## src/rtl/rev_serial_alu.sv

```systemverilog
// Bit-serial ADD/SUB/AND/XOR ALU built on a reversible Toffoli/CNOT bit cell, LSB first; optional garbage port via REV_GARBAGE_OUT_EN.
// Latency: WIDTH+1 cycles from the accept edge to out_valid (WIDTH bit cycles plus one settle cycle).
// Backpressure: result held in DONE until out_ready; in_ready is high only in IDLE and never looks at out_ready.

module rev_toffoli (
    input  logic x1,
    input  logic x2,
    input  logic x3,
    output logic y3
);
    assign y3 = (x1 & x2) ^ x3;
endmodule

module rev_cnot (
    input  logic x1,
    input  logic x2,
    output logic y2
);
    assign y2 = x1 ^ x2;
endmodule

// One reversible full-adder slice; g and p double as the AND and XOR results.
module rev_bit_cell (
    input  logic a_i,
    input  logic b_i,
    input  logic c_i,
    output logic g_o,
    output logic p_o,
    output logic c_o,
    output logic s_o
);
    rev_toffoli u_gen  (.x1(a_i), .x2(b_i), .x3(1'b0), .y3(g_o));
    rev_cnot    u_prop (.x1(a_i), .x2(b_i),             .y2(p_o));
    // g and p&c are never both 1, so the XOR into g acts as the carry OR.
    rev_toffoli u_cry  (.x1(p_o), .x2(c_i), .x3(g_o),  .y3(c_o));
    rev_cnot    u_sum  (.x1(p_o), .x2(c_i),             .y2(s_o));
endmodule

module rev_serial_alu #(
    parameter int WIDTH = 8
) (
    input  logic             clk,
    input  logic             rst_n,
    input  logic             in_valid,
    output logic             in_ready,
    input  logic [1:0]       op,
    input  logic [WIDTH-1:0] a,
    input  logic [WIDTH-1:0] b,
    output logic             out_valid,
    input  logic             out_ready,
    output logic [WIDTH-1:0] result,
    output logic             cout,
`ifdef REV_GARBAGE_OUT_EN
    output logic [WIDTH-1:0] garbage,
`endif
    output logic             ovf
);
    localparam int CW = $clog2(WIDTH + 1);

    localparam logic [1:0] OP_ADD = 2'b00;
    localparam logic [1:0] OP_SUB = 2'b01;
    localparam logic [1:0] OP_AND = 2'b10;
    localparam logic [1:0] OP_XOR = 2'b11;

    typedef enum logic [1:0] {
        IDLE = 2'd0,
        RUN  = 2'd1,
        DONE = 2'd2
    } state_t;

    state_t           state_q, state_d;
    logic [WIDTH-1:0] a_q, a_d;
    logic [WIDTH-1:0] b_q, b_d;
    logic [WIDTH-1:0] res_q, res_d;
    logic [CW-1:0]    cnt_q, cnt_d;
    logic [1:0]       op_q, op_d;
    logic             carry_q, carry_d;
    logic             ovf_q, ovf_d;
`ifdef REV_GARBAGE_OUT_EN
    logic [WIDTH-1:0] garb_q, garb_d;
`endif

    logic cell_g, cell_p, cell_c, cell_s;
    logic bit_res;
    logic is_arith;

    rev_bit_cell u_cell (
        .a_i (a_q[0]),
        .b_i (b_q[0]),
        .c_i (carry_q),
        .g_o (cell_g),
        .p_o (cell_p),
        .c_o (cell_c),
        .s_o (cell_s)
    );

    assign is_arith = ~op_q[1];

    always_comb begin
        bit_res = cell_s;
        unique case (op_q)
            OP_AND:  bit_res = cell_g;
            OP_XOR:  bit_res = cell_p;
            default: bit_res = cell_s;
        endcase
    end

    always_comb begin
        state_d = state_q;
        a_d     = a_q;
        b_d     = b_q;
        res_d   = res_q;
        cnt_d   = cnt_q;
        op_d    = op_q;
        carry_d = carry_q;
        ovf_d   = ovf_q;
`ifdef REV_GARBAGE_OUT_EN
        garb_d  = garb_q;
`endif
        unique case (state_q)
            IDLE: begin
                if (in_valid) begin
                    state_d = RUN;
                    a_d     = a;
                    // Subtraction is a + ~b + 1: invert here, carry-in supplies the +1.
                    b_d     = (op == OP_SUB) ? ~b : b;
                    op_d    = op;
                    res_d   = '0;
                    cnt_d   = '0;
                    carry_d = (op == OP_SUB);
                    ovf_d   = 1'b0;
`ifdef REV_GARBAGE_OUT_EN
                    garb_d  = '0;
`endif
                end
            end
            RUN: begin
                if (cnt_q == CW'(WIDTH)) begin
                    state_d = DONE;
                end else begin
                    a_d   = a_q >> 1;
                    b_d   = b_q >> 1;
                    res_d = {bit_res, res_q[WIDTH-1:1]};
`ifdef REV_GARBAGE_OUT_EN
                    garb_d = {cell_p, garb_q[WIDTH-1:1]};
`endif
                    if (is_arith) begin
                        carry_d = cell_c;
                        if (cnt_q == CW'(WIDTH - 1)) begin
                            ovf_d = carry_q ^ cell_c;
                        end
                    end
                    cnt_d = cnt_q + CW'(1);
                end
            end
            DONE: begin
                if (out_ready) begin
                    state_d = IDLE;
                end
            end
            default: state_d = IDLE;
        endcase
    end

    always_ff @(posedge clk or negedge rst_n) begin
        if (!rst_n) begin
            state_q <= IDLE;
            a_q     <= '0;
            b_q     <= '0;
            res_q   <= '0;
            cnt_q   <= '0;
            op_q    <= OP_ADD;
            carry_q <= 1'b0;
            ovf_q   <= 1'b0;
        end else begin
            state_q <= state_d;
            a_q     <= a_d;
            b_q     <= b_d;
            res_q   <= res_d;
            cnt_q   <= cnt_d;
            op_q    <= op_d;
            carry_q <= carry_d;
            ovf_q   <= ovf_d;
        end
    end

`ifdef REV_GARBAGE_OUT_EN
    always_ff @(posedge clk or negedge rst_n) begin
        if (!rst_n) begin
            garb_q <= '0;
        end else begin
            garb_q <= garb_d;
        end
    end

    assign garbage = garb_q;
`endif

    assign in_ready  = (state_q == IDLE);
    assign out_valid = (state_q == DONE);
    assign result    = res_q;
    assign cout      = carry_q;
    assign ovf       = ovf_q;

endmodule

```

## config.mk

```make
export PLATFORM = sky130hd
export DESIGN_NAME = rev_serial_alu
export DESIGN_NICKNAME = d
export VERILOG_FILES = /design/src/rtl/rev_serial_alu.sv
export SDC_FILE = /design/constraint.sdc
export NUM_CORES = 1
export LEC_CHECK = 0
export ABC_CLOCK_PERIOD_IN_PS = 1800
export BUFFER_PORTS_ARGS = -buffer_cell sky130_fd_sc_hd__clkbuf_2
export CAP_MARGIN = 30
export CORE_MARGIN = 2
export CORE_UTILIZATION = 40
export DETAILED_ROUTE_END_ITERATION = 8
export PLACE_DENSITY = 0.71
export SETUP_SLACK_MARGIN = 0.4
export SYNTH_ARGS = -nofsm -noshare
export SYNTH_HDL_FRONTEND = slang
export SYNTH_HIERARCHICAL = 1
export SYNTH_SLANG_ARGS = --single-unit
export TNS_END_PERCENT = 100
```

## constraint.sdc

```tcl
create_clock -name clk -period 1.8 [get_ports clk]
set_input_delay 0.36 -clock clk [delete_from_list [all_inputs] [get_ports clk]]
set_output_delay 0.36 -clock clk [all_outputs]
set_load 0.02 [all_outputs]
```

==> results of run 1 <==
## path summary, 6_finish.rpt
check                                      from                      to  slack (ns)  depth (start not counted)
setup / recovery           cnt_q[1]$_DFFE_PN0P_   result[0]$_DFFE_PN0P_         0.1                          6
hold / removal                            rst_n   result[2]$_DFFE_PN0P_         0.1                          2
setup reg to reg           cnt_q[1]$_DFFE_PN0P_   result[0]$_DFFE_PN0P_         0.1                          6
hold reg to reg              a_q[1]$_DFFE_PN0P_      a_q[1]$_DFFE_PN0P_        0.48                          2
max in group asynchronous                 rst_n  state_q[0]$_DFFE_PN0P_        1.38                          2
min in group clk                          op[0]     op_q[0]$_DFFE_PN0P_        0.33                          2
## sequential cells by signal, indices dropped and copies added, names as in the netlist
signal	count
op_q	2
b_q	8
cout	1
a_q	8
cnt_q	4
state_q	2
result	8
ovf	1
## where the power goes
part	internal, W	leakage (nW)	switching (W)
clock network	0.000308	0.0482	0.000262
registers	0.00112	0.429	0.000246
logic	0.000942	0.548	0.00107
## worst max-delay path, stage by stage, from the launching register on
cell and delay (ns):
dfrtp_1 0.35, inv_1 0.05, ha_2 0.17, and4b_1 0.19, or3_4 0.37, buf_8 0.19, a22o_1 0.25
## metal layers
| layer | share of wire, % | track usage, % | wire length [um] | vias to the layer above |
|---|---|---|---|---|
| li1 | - | - | - | 627 |
| met1 | 46 | 19.0 | 1430 | 573 |
| met2 | 47 | 25.1 | 1460 | 26 |
| met3 | 5.7 | 5.43 | 177 | 5 |
| met4 | 1.2 | 5.25 | 36 | 0 |
| met5 | 0 | 0 | 0 | - |
## kinds of logic (layout without fill, tap and decap cells)
| family | after synthesis | after routing | synth area share [%] |
|---|---|---|---|
| other | 1 | 1 | 0.226 |
| muxes | 19 | 19 | 11.8 |
| AOI/OAI and AO/OA | 33 | 33 | 12.8 |
| DFF | 34 | 34 | 51.2 |
| buffers and inverters | 11 | 56 | 3.69 |
| xor gates and xnor gates | 14 | 14 | 7.39 |
| and+or+nand+nor | 43 | 43 | 11.4 |
| adders and majority gates | 2 | 2 | 1.51 |
## stage by stage
step                      setup WS (ns)  total power (W)  util (%)  hold WS [ns]  std cells
after CTS                         0.109          0.00390      51.1         0.105        250
after floorplan                  0.0562          0.00276         -        0.0644        157
after detailed placement         0.0218          0.00321      47.7         0.417        240
after global placement           0.0553          0.00317      47.7         0.417        240
final                            0.0978          0.00395      52.0        0.0964        252
after global routing             0.0243          0.00427      52.0         0.139        252
## synthesized netlist by cell type, drive strengths merged (2+ instances only)
master  count
xnor2       3
mux2i      15
a22o        8
ha          2
dfrtp      34
a32o        2
nand3       2
nor2        6
o21ai      21
clkbuf      3
xor2       11
inv         3
nand2      27
nor2b       3
buf         5
mux2        4
## placed cells by master (no fill, tap or decap), types with 6 or more instances in the layout
cell and n:
clkbuf_2 31, dfrtp_1 32, xor2_1 11, o21ai_1 8
clkbuf_8 6, buf_4 11, nand2_1 27, a22o_1 8
o21ai_0 13, mux2i_1 15
## area by class of cell
type	instances	area [um^2]
fillers	367	1920
flip-flops and latches	34	853
multi-input cells	112	778
repair buffers	45	284
clock buffers	7	86.3
well taps	50	62.6
inverters	3	11.3
clock inverters	1	5.00
## what timing repair did
action	in CTS	in global routing
buffers inserted	2	2
endpoints found under the setup margin	30	32
hold buffers	0	0
gates resized for setup	8	9
pin swaps	1	1
==> run metrics, run 1 <==
post-route design area between 2000 and 2500 um^2; Power Density between 1500 and 2000 nW/um^2; Final min period 1.70 ns; Max VDD drop 0.784 mV; total track usage around 15%; syn avg cell area 10.6 um^2; cell chosen for the clock root clkbuf_8; largest net degree at the start of global routing 43; post-synth top area share between 50% and 60%; nature of the critical path endpoint flip-flop; drt wl/cell approximately 12 um; Starting Density between 40% and 50%; area leader, netlist dfrtp_1; first-pass GRT wire length between 5 and 6 mm; syn_nets 181; asr flop ratio synth 100%; post-synthesis cell type count 28; CP arrival around 1.9 ns; Max FO, Critical Path 42; Warnings, synthesis 6; antenna violations before repair 0; Post-Syn Area approximately 1700 um^2; startpoint class of the critical path flip-flop; Initial DRC Count 67; Area Growth Syn to Fin 25.3%; Final Cycle Share 94.6%; dpl cell area 1910 um^2; Num CTS Buffers 5; Least-Margin Pin Slew around 0.54 ns; Max Root-Sink Buffers 2; worst rel slew slack between 60% and 70%; die area 4680 um^2; io pins 34; HP Class input port to async pin; leakage roughly 1.0 nW; EDFF count, synth 0; Final Slew Violations 0; FMAX about 0.6 GHz; routability congestion estimate about 0.80; Mapped Cells 157; # Max-Cap Violations 0; Worst Setup Path Type flip-flop to flip-flop; RSZ-0062 raised after global routing true; GRT overflow 0; via count 1231; share of layout cells above drive strength 1 a little under a third; Top FF cell, synth dfrtp_1; synth top area cells dfrtp_1, mux2i_1, nand2_1; Detailed Place HPWL ~2.2 mm; Clock Latency Late Sink between 0.2 and 0.3 ns; worst path required time just under 2 ns; die span in x a little under 70 um; first drt pass iteration count 4; outcome complete, no violations; final setup fails 0; Hold Vio Cnt, Final 0; clock sinks 34; drc violations 0; antenna diode count 0; Final nets about 230; Setup Skew 0.00781 ns; final WL roughly 3.1 mm; core area approximately 4000 um^2; Routed Antenna Nets 0; sequential fraction of the synthesis area about half; vias in the first global route 1180; CTS tree done; Die Height 68.4 um; row count 23; setup_tns 0 ns; Port Buffers 33; clock-pin slew on the worst setup and hold paths 0.07 ns; H-tree lvl count 2; synthesized flop and latch total 34; vias per cell a little under 5
No activity file was read; power rests on OpenSTA's default activity.
==> run 2: changes to the inputs <==
- CTS_BUF_LIST: unset -> sky130_fd_sc_hd__clkbuf_2
==> run metrics, run 2 (same netlist as run 1, synthesis figures left out) <==
sequential cell area 852 um^2 (-0.15%); worst rel slew slack 63.5% (-0.72 points); Port Buffers 33 (unchanged); total power 0.00369 W (-6.5%); outcome complete, no violations; vias per cell 4.94 (+1.1%); Setup Skew 0.0275 ns (+0.0197 ns); # Max-Cap Violations 0 (unchanged); Routed Antenna Nets 0 (unchanged); Max FO, Critical Path 3 (-93%); switch share 42.2% (+2.2 points); clock-pin slew on the worst setup and hold paths 0.18 ns (+0.11 ns); Seq pwr share 36.3% (+1.7 points); FMAX 0.575 GHz (-2.1%); startpoint class of the critical path flip-flop; Finished Layout Cells 255 (+1.2%); sw power 0.00156 W (-1.3%); largest net degree at the start of global routing 43 (unchanged); die area 4680 um^2 (unchanged); drt wl/cell 12.3 um (about the same); CP arrival 2.00 ns (+0.12 ns); fillcell total 383 (+4.4%); drc violations 0 (unchanged); Final Cycle Share 96.6% (+2.0 points); first-pass GRT wire length 5.35 mm (+1.3%); min-delay src a[7]; antenna diode count 0 (unchanged); antenna violations before repair 0 (unchanged); Initial DRC Count 36 (-46%); final setup fails 0 (unchanged); Num CTS Buffers 5 (unchanged); clock share of power 9.2% (-5.3 points); most common cell after layout, fill and taps aside clkbuf_2; multi-input logic area 781 um^2 (+0.32%); crit path launch cnt_q[1]$_DFFE_PN0P_; P_int 0.00213 W (-9.9%); via count 1259 (+2.3%); CP Cell Sequence inv_1, ha_2, and4b_1, or3_4, a21oi_4, mux2_4; core area 4000 um^2 (unchanged); GRT overflow 0 (unchanged); cell chosen for the clock root clkbuf_2; reg2reg start cnt_q[1]$_DFFE_PN0P_; io pins 34 (unchanged); CTS tree done; Hold Vio Cnt, Final 0 (unchanged); Area Growth Syn to Fin 22.8%; Least-Margin Pin Slew 0.546 ns (+0.0107 ns); Final Slew Violations 0 (unchanged); row count 23 (unchanged); vias in the first global route 1216 (+3.1%); die span in x 68.4 um (unchanged); leakage 1.02 nW (-0.69%); Final min period 1.74 ns (+0.0367 ns); Detailed Place HPWL 2.23 mm (unchanged); share of layout cells above drive strength 1 32.2% (+0.51 points); Worst Setup Path Type flip-flop to flip-flop; clock sinks 34 (unchanged); worst path required time 2.06 ns (+0.09 ns); Post-Place Setup Slack 0.0218 ns (unchanged); Die Height 68.4 um (unchanged); Final nets 228 (+1.3%); Starting Density 41.5% (unchanged); total track usage 15.5% (+0.070 points); H-tree lvl count 2 (unchanged); Max VDD drop 0.643 mV (-18%); final WL 3.14 mm (+1.2%); Slowest-stage cell, CP dfrtp_1; Final Worst Setup Slack 0.0611 ns (-0.0367 ns); RSZ-0062 raised after global routing true; most frequent cells in the layout clkbuf_2, dfrtp_1, nand2_1; slowest stage delay, CP 0.39 ns (+0.02 ns); routability congestion estimate 0.797 (unchanged); Power Density 1810 nW/um^2 (-4.5%); first drt pass iteration count 4 (unchanged); Cells after DPL 240 (unchanged); Clock Latency Late Sink 0.38 ns (+0.10 ns); Finished Core Util 51.0% (-1.1 points); HP Class input port to flip-flop; Gate power share 54.5% (+3.5 points); nature of the critical path endpoint flip-flop; Hold WS 0.218 ns (+0.122 ns); Max Root-Sink Buffers 2 (unchanged)
run 2: final timing paths:
check                                        end  slack, ns  depth (start not counted)
max reg2reg                     cout$_DFFE_PN0P_       0.06                          6
min in group asynchronous  result[2]$_DFFE_PN0P_       0.51                          3
min reg2reg                   a_q[1]$_DFFE_PN0P_       0.50                          2
max                             cout$_DFFE_PN0P_       0.06                          6
min                           a_q[7]$_DFFE_PN0P_       0.22                          2
max in group asynchronous    op_q[1]$_DFFE_PN0P_       0.96                          3
run 2: final cells by class:
class / instances / share of cell area, %
sequential: 34 / 41.8
multi-input combinational: 112 / 38.3
timing repair buffer: 48 / 14.4
tap: 50 / 3.07
clock buffer: 6 / 1.47
inverter: 3 / 0.552
clock inverter: 2 / 0.430
run 2: timing repair:
item,CTS,global route
gates resized for setup,8,5
hold buffers,1,0
pin swaps,1,1
setup endpoints to repair,32,34
endpoints found under the hold margin,26,0
buffers inserted,3,3
run 2: per-stage QoR:
stage	setup TNS (ns)	instance area, um^2
after floorplan	0	1670
after global placement	0	1910
after detailed placement	0	1910
after CTS	0	2000
after global routing	-0.0103	2040
final	0	2040
run 2: worst max-delay path, delay by kind of cell, from the launching register on:
kind / cells / cell delay [ns]
buffers and inverters: 1 / 0.05
AND/OR/NAND/NOR: 2 / 0.56
adder cells (fa/ha/maj): 1 / 0.17
flip-flops: 1 / 0.39
multiplexers: 1 / 0.30
AO/OA/AOI/OAI: 1 / 0.14
run 2: power by group through the flow:
stage               clock network (W)  logic (W)  registers [W]
detailed placement                  0    0.00184        0.00137
CTS                          0.000359    0.00196        0.00134
floorplan                           0    0.00131        0.00145
finish                       0.000339    0.00201        0.00134
global placement                    0    0.00180        0.00136
global route                 0.000390    0.00224        0.00139
run 2: per-layer routing:
layer | GRT usage (%) | part of all wire (%) | vias up
met5 | 0 | 0 | -
met4 | 5.25 | 1.5 | 0
met3 | 5.43 | 6.5 | 5
met2 | 25.2 | 46 | 34
met1 | 19.1 | 46 | 590
li1 | - | - | 630
==> run 3: changes to the inputs <==
- SETUP_SLACK_MARGIN: 0.4 -> 0.3
- SKIP_CTS_REPAIR_TIMING: unset -> 1
==> run metrics, run 3 (same netlist as run 1, synthesis figures left out) <==
drc violations 0 (unchanged); vias in the first global route 1179 (-3.0%); Finished Layout Cells 253 (-0.78%); Hold WS 0.223 ns (+0.00487 ns); multi-input logic area 769 um^2 (-1.4%); via count 1224 (-2.8%); HP Class input port to flip-flop; sequential cell area 852 um^2 (unchanged); H-tree lvl count 2 (unchanged); startpoint class of the critical path flip-flop; outcome complete, no violations; met2 Usage GRT 24.8% (-0.48 points); first drt pass iteration count 4 (unchanged); fillcell total 383 (unchanged); cell chosen for the clock root clkbuf_2; nature of the critical path endpoint flip-flop; Worst Setup Path Type flip-flop to flip-flop; leakage 1.00 nW (-1.3%); die area 4680 um^2 (unchanged); Power Density 1830 nW/um^2 (+0.90%); # Max-Cap Violations 0 (unchanged); Final min period 1.72 ns (-0.0145 ns); Max FO, Critical Path 3 (unchanged); Max VDD drop 0.656 mV (+2.0%); worst rel slew slack 63.2% (-0.32 points); Hold Vio Cnt, Final 0 (unchanged); Max Root-Sink Buffers 2 (unchanged); Least-Margin Pin Slew 0.551 ns (+0.00472 ns); Final nets 226 (-0.88%); largest net degree at the start of global routing 43 (unchanged); die span in x 68.4 um (unchanged); Starting Density 41.5% (unchanged); final WL 3.09 mm (-1.8%); Routed Antenna Nets 0 (unchanged); row count 23 (unchanged); total track usage 15.3% (-0.21 points); io pins 34 (unchanged); first-pass GRT wire length 5.25 mm (-1.9%); Initial DRC Count 49 (+36%); Cells after DPL 240 (unchanged); Clock Latency Late Sink 0.37 ns (about the same); clock sinks 34 (unchanged); met3 GRT Util 5.43% (unchanged); Die Height 68.4 um (unchanged); share of layout cells above drive strength 1 31.5% (-0.67 points); Final Slew Violations 0 (unchanged); CTS tree done; Final Cycle Share 95.8% (-0.81 points); Setup Skew 0.0211 ns (-0.00640 ns); CP arrival 1.99 ns (about the same); GRT overflow 0 (unchanged); most frequent cells in the layout clkbuf_2, dfrtp_1, nand2_1; clock-pin slew on the worst setup and hold paths 0.18 ns (about the same); antenna diode count 0 (unchanged); met1 Use GR 18.9% (-0.21 points); core area 4000 um^2 (unchanged); Detailed Place HPWL 2.23 mm (unchanged); worst path required time 2.07 ns (about the same); Port Buffers 33 (unchanged); Num CTS Buffers 5 (unchanged); FMAX 0.580 GHz (+0.84%); Top Usage Layer GRT met2; vias per cell 4.84 (-2.0%); Area Growth Syn to Fin 21.0%; setup_tns 0 ns (unchanged); antenna violations before repair 0 (unchanged); most common cell after layout, fill and taps aside clkbuf_2; routability congestion estimate 0.797 (unchanged); final setup fails 0 (unchanged); RSZ-0062 raised after global routing true; drt wl/cell 12.2 um (-1.1%)
## run 3: changes by cell type in the layout (fill, tap and decap cells not counted), moves of 2 or more
cell      before  now
clkbuf_2      37   39
o21ai_1        6   10
o21ai_0       15   10
buf_4         14   11
## run 3: layout make-up
cell class / count / area share (%)
Clock inverter: 2 / 0.436
Timing Repair Buffer: 46 / 13.6
Clock buffer: 6 / 1.49
Multi-Input combinational cell: 112 / 38.3
Tap cell: 50 / 3.11
Sequential cell: 34 / 42.4
Inverter: 3 / 0.685
## run 3: final timing paths
kind                                      start               endpoint  slack [ns]  depth (start not counted)
max                        cnt_q[1]$_DFFE_PN0P_       cout$_DFFE_PN0P_        0.08                          6
min                                        a[7]     a_q[7]$_DFFE_PN0P_        0.22                          2
max reg2reg                cnt_q[1]$_DFFE_PN0P_       cout$_DFFE_PN0P_        0.08                          6
min reg2reg                  a_q[1]$_DFFE_PN0P_     a_q[1]$_DFFE_PN0P_        0.50                          2
max in group asynchronous                 rst_n  result[4]$_DFFE_PN0P_        0.96                          3
min in group asynchronous                 rst_n  result[2]$_DFFE_PN0P_        0.52                          3
## run 3: through the flow
stage	total power [W]	setup slack, ns	instance area [um^2]	util [%]
2_1_floorplan	0.00276	0.0562	1670	-
3_3_place_gp	0.00317	0.0553	1910	47.7
3_5_place_dp	0.00321	0.0218	1910	47.7
4_1_cts	0.00356	-0.0139	1950	48.7
5_1_grt	0.00399	0.0121	2010	50.2
6_report	0.00367	0.0756	2010	50.2
## run 3: worst max-delay path: stages, from the launching register on
cell and delay (ns):
dfrtp_1 0.39, inv_1 0.05, ha_2 0.17, and4b_1 0.19, or3_4 0.36, a21oi_2 0.15
mux2_4 0.31
## run 3: power by group
group          internal (W)  switching (W)  total [W]  leakage, nW
clock network     0.0000955       0.000245   0.000340       0.0304
registers           0.00111       0.000242    0.00135        0.430
logic              0.000908        0.00107    0.00198        0.544
total               0.00212        0.00156    0.00367         1.00
## run 3: routing by layer
metal | part of all wire (%) | vias to the layer above
li1 | - | 629
met3 | 5.8 | 4
met4 | 1.3 | 0
met2 | 47 | 24
met5 | 0 | -
met1 | 46 | 567
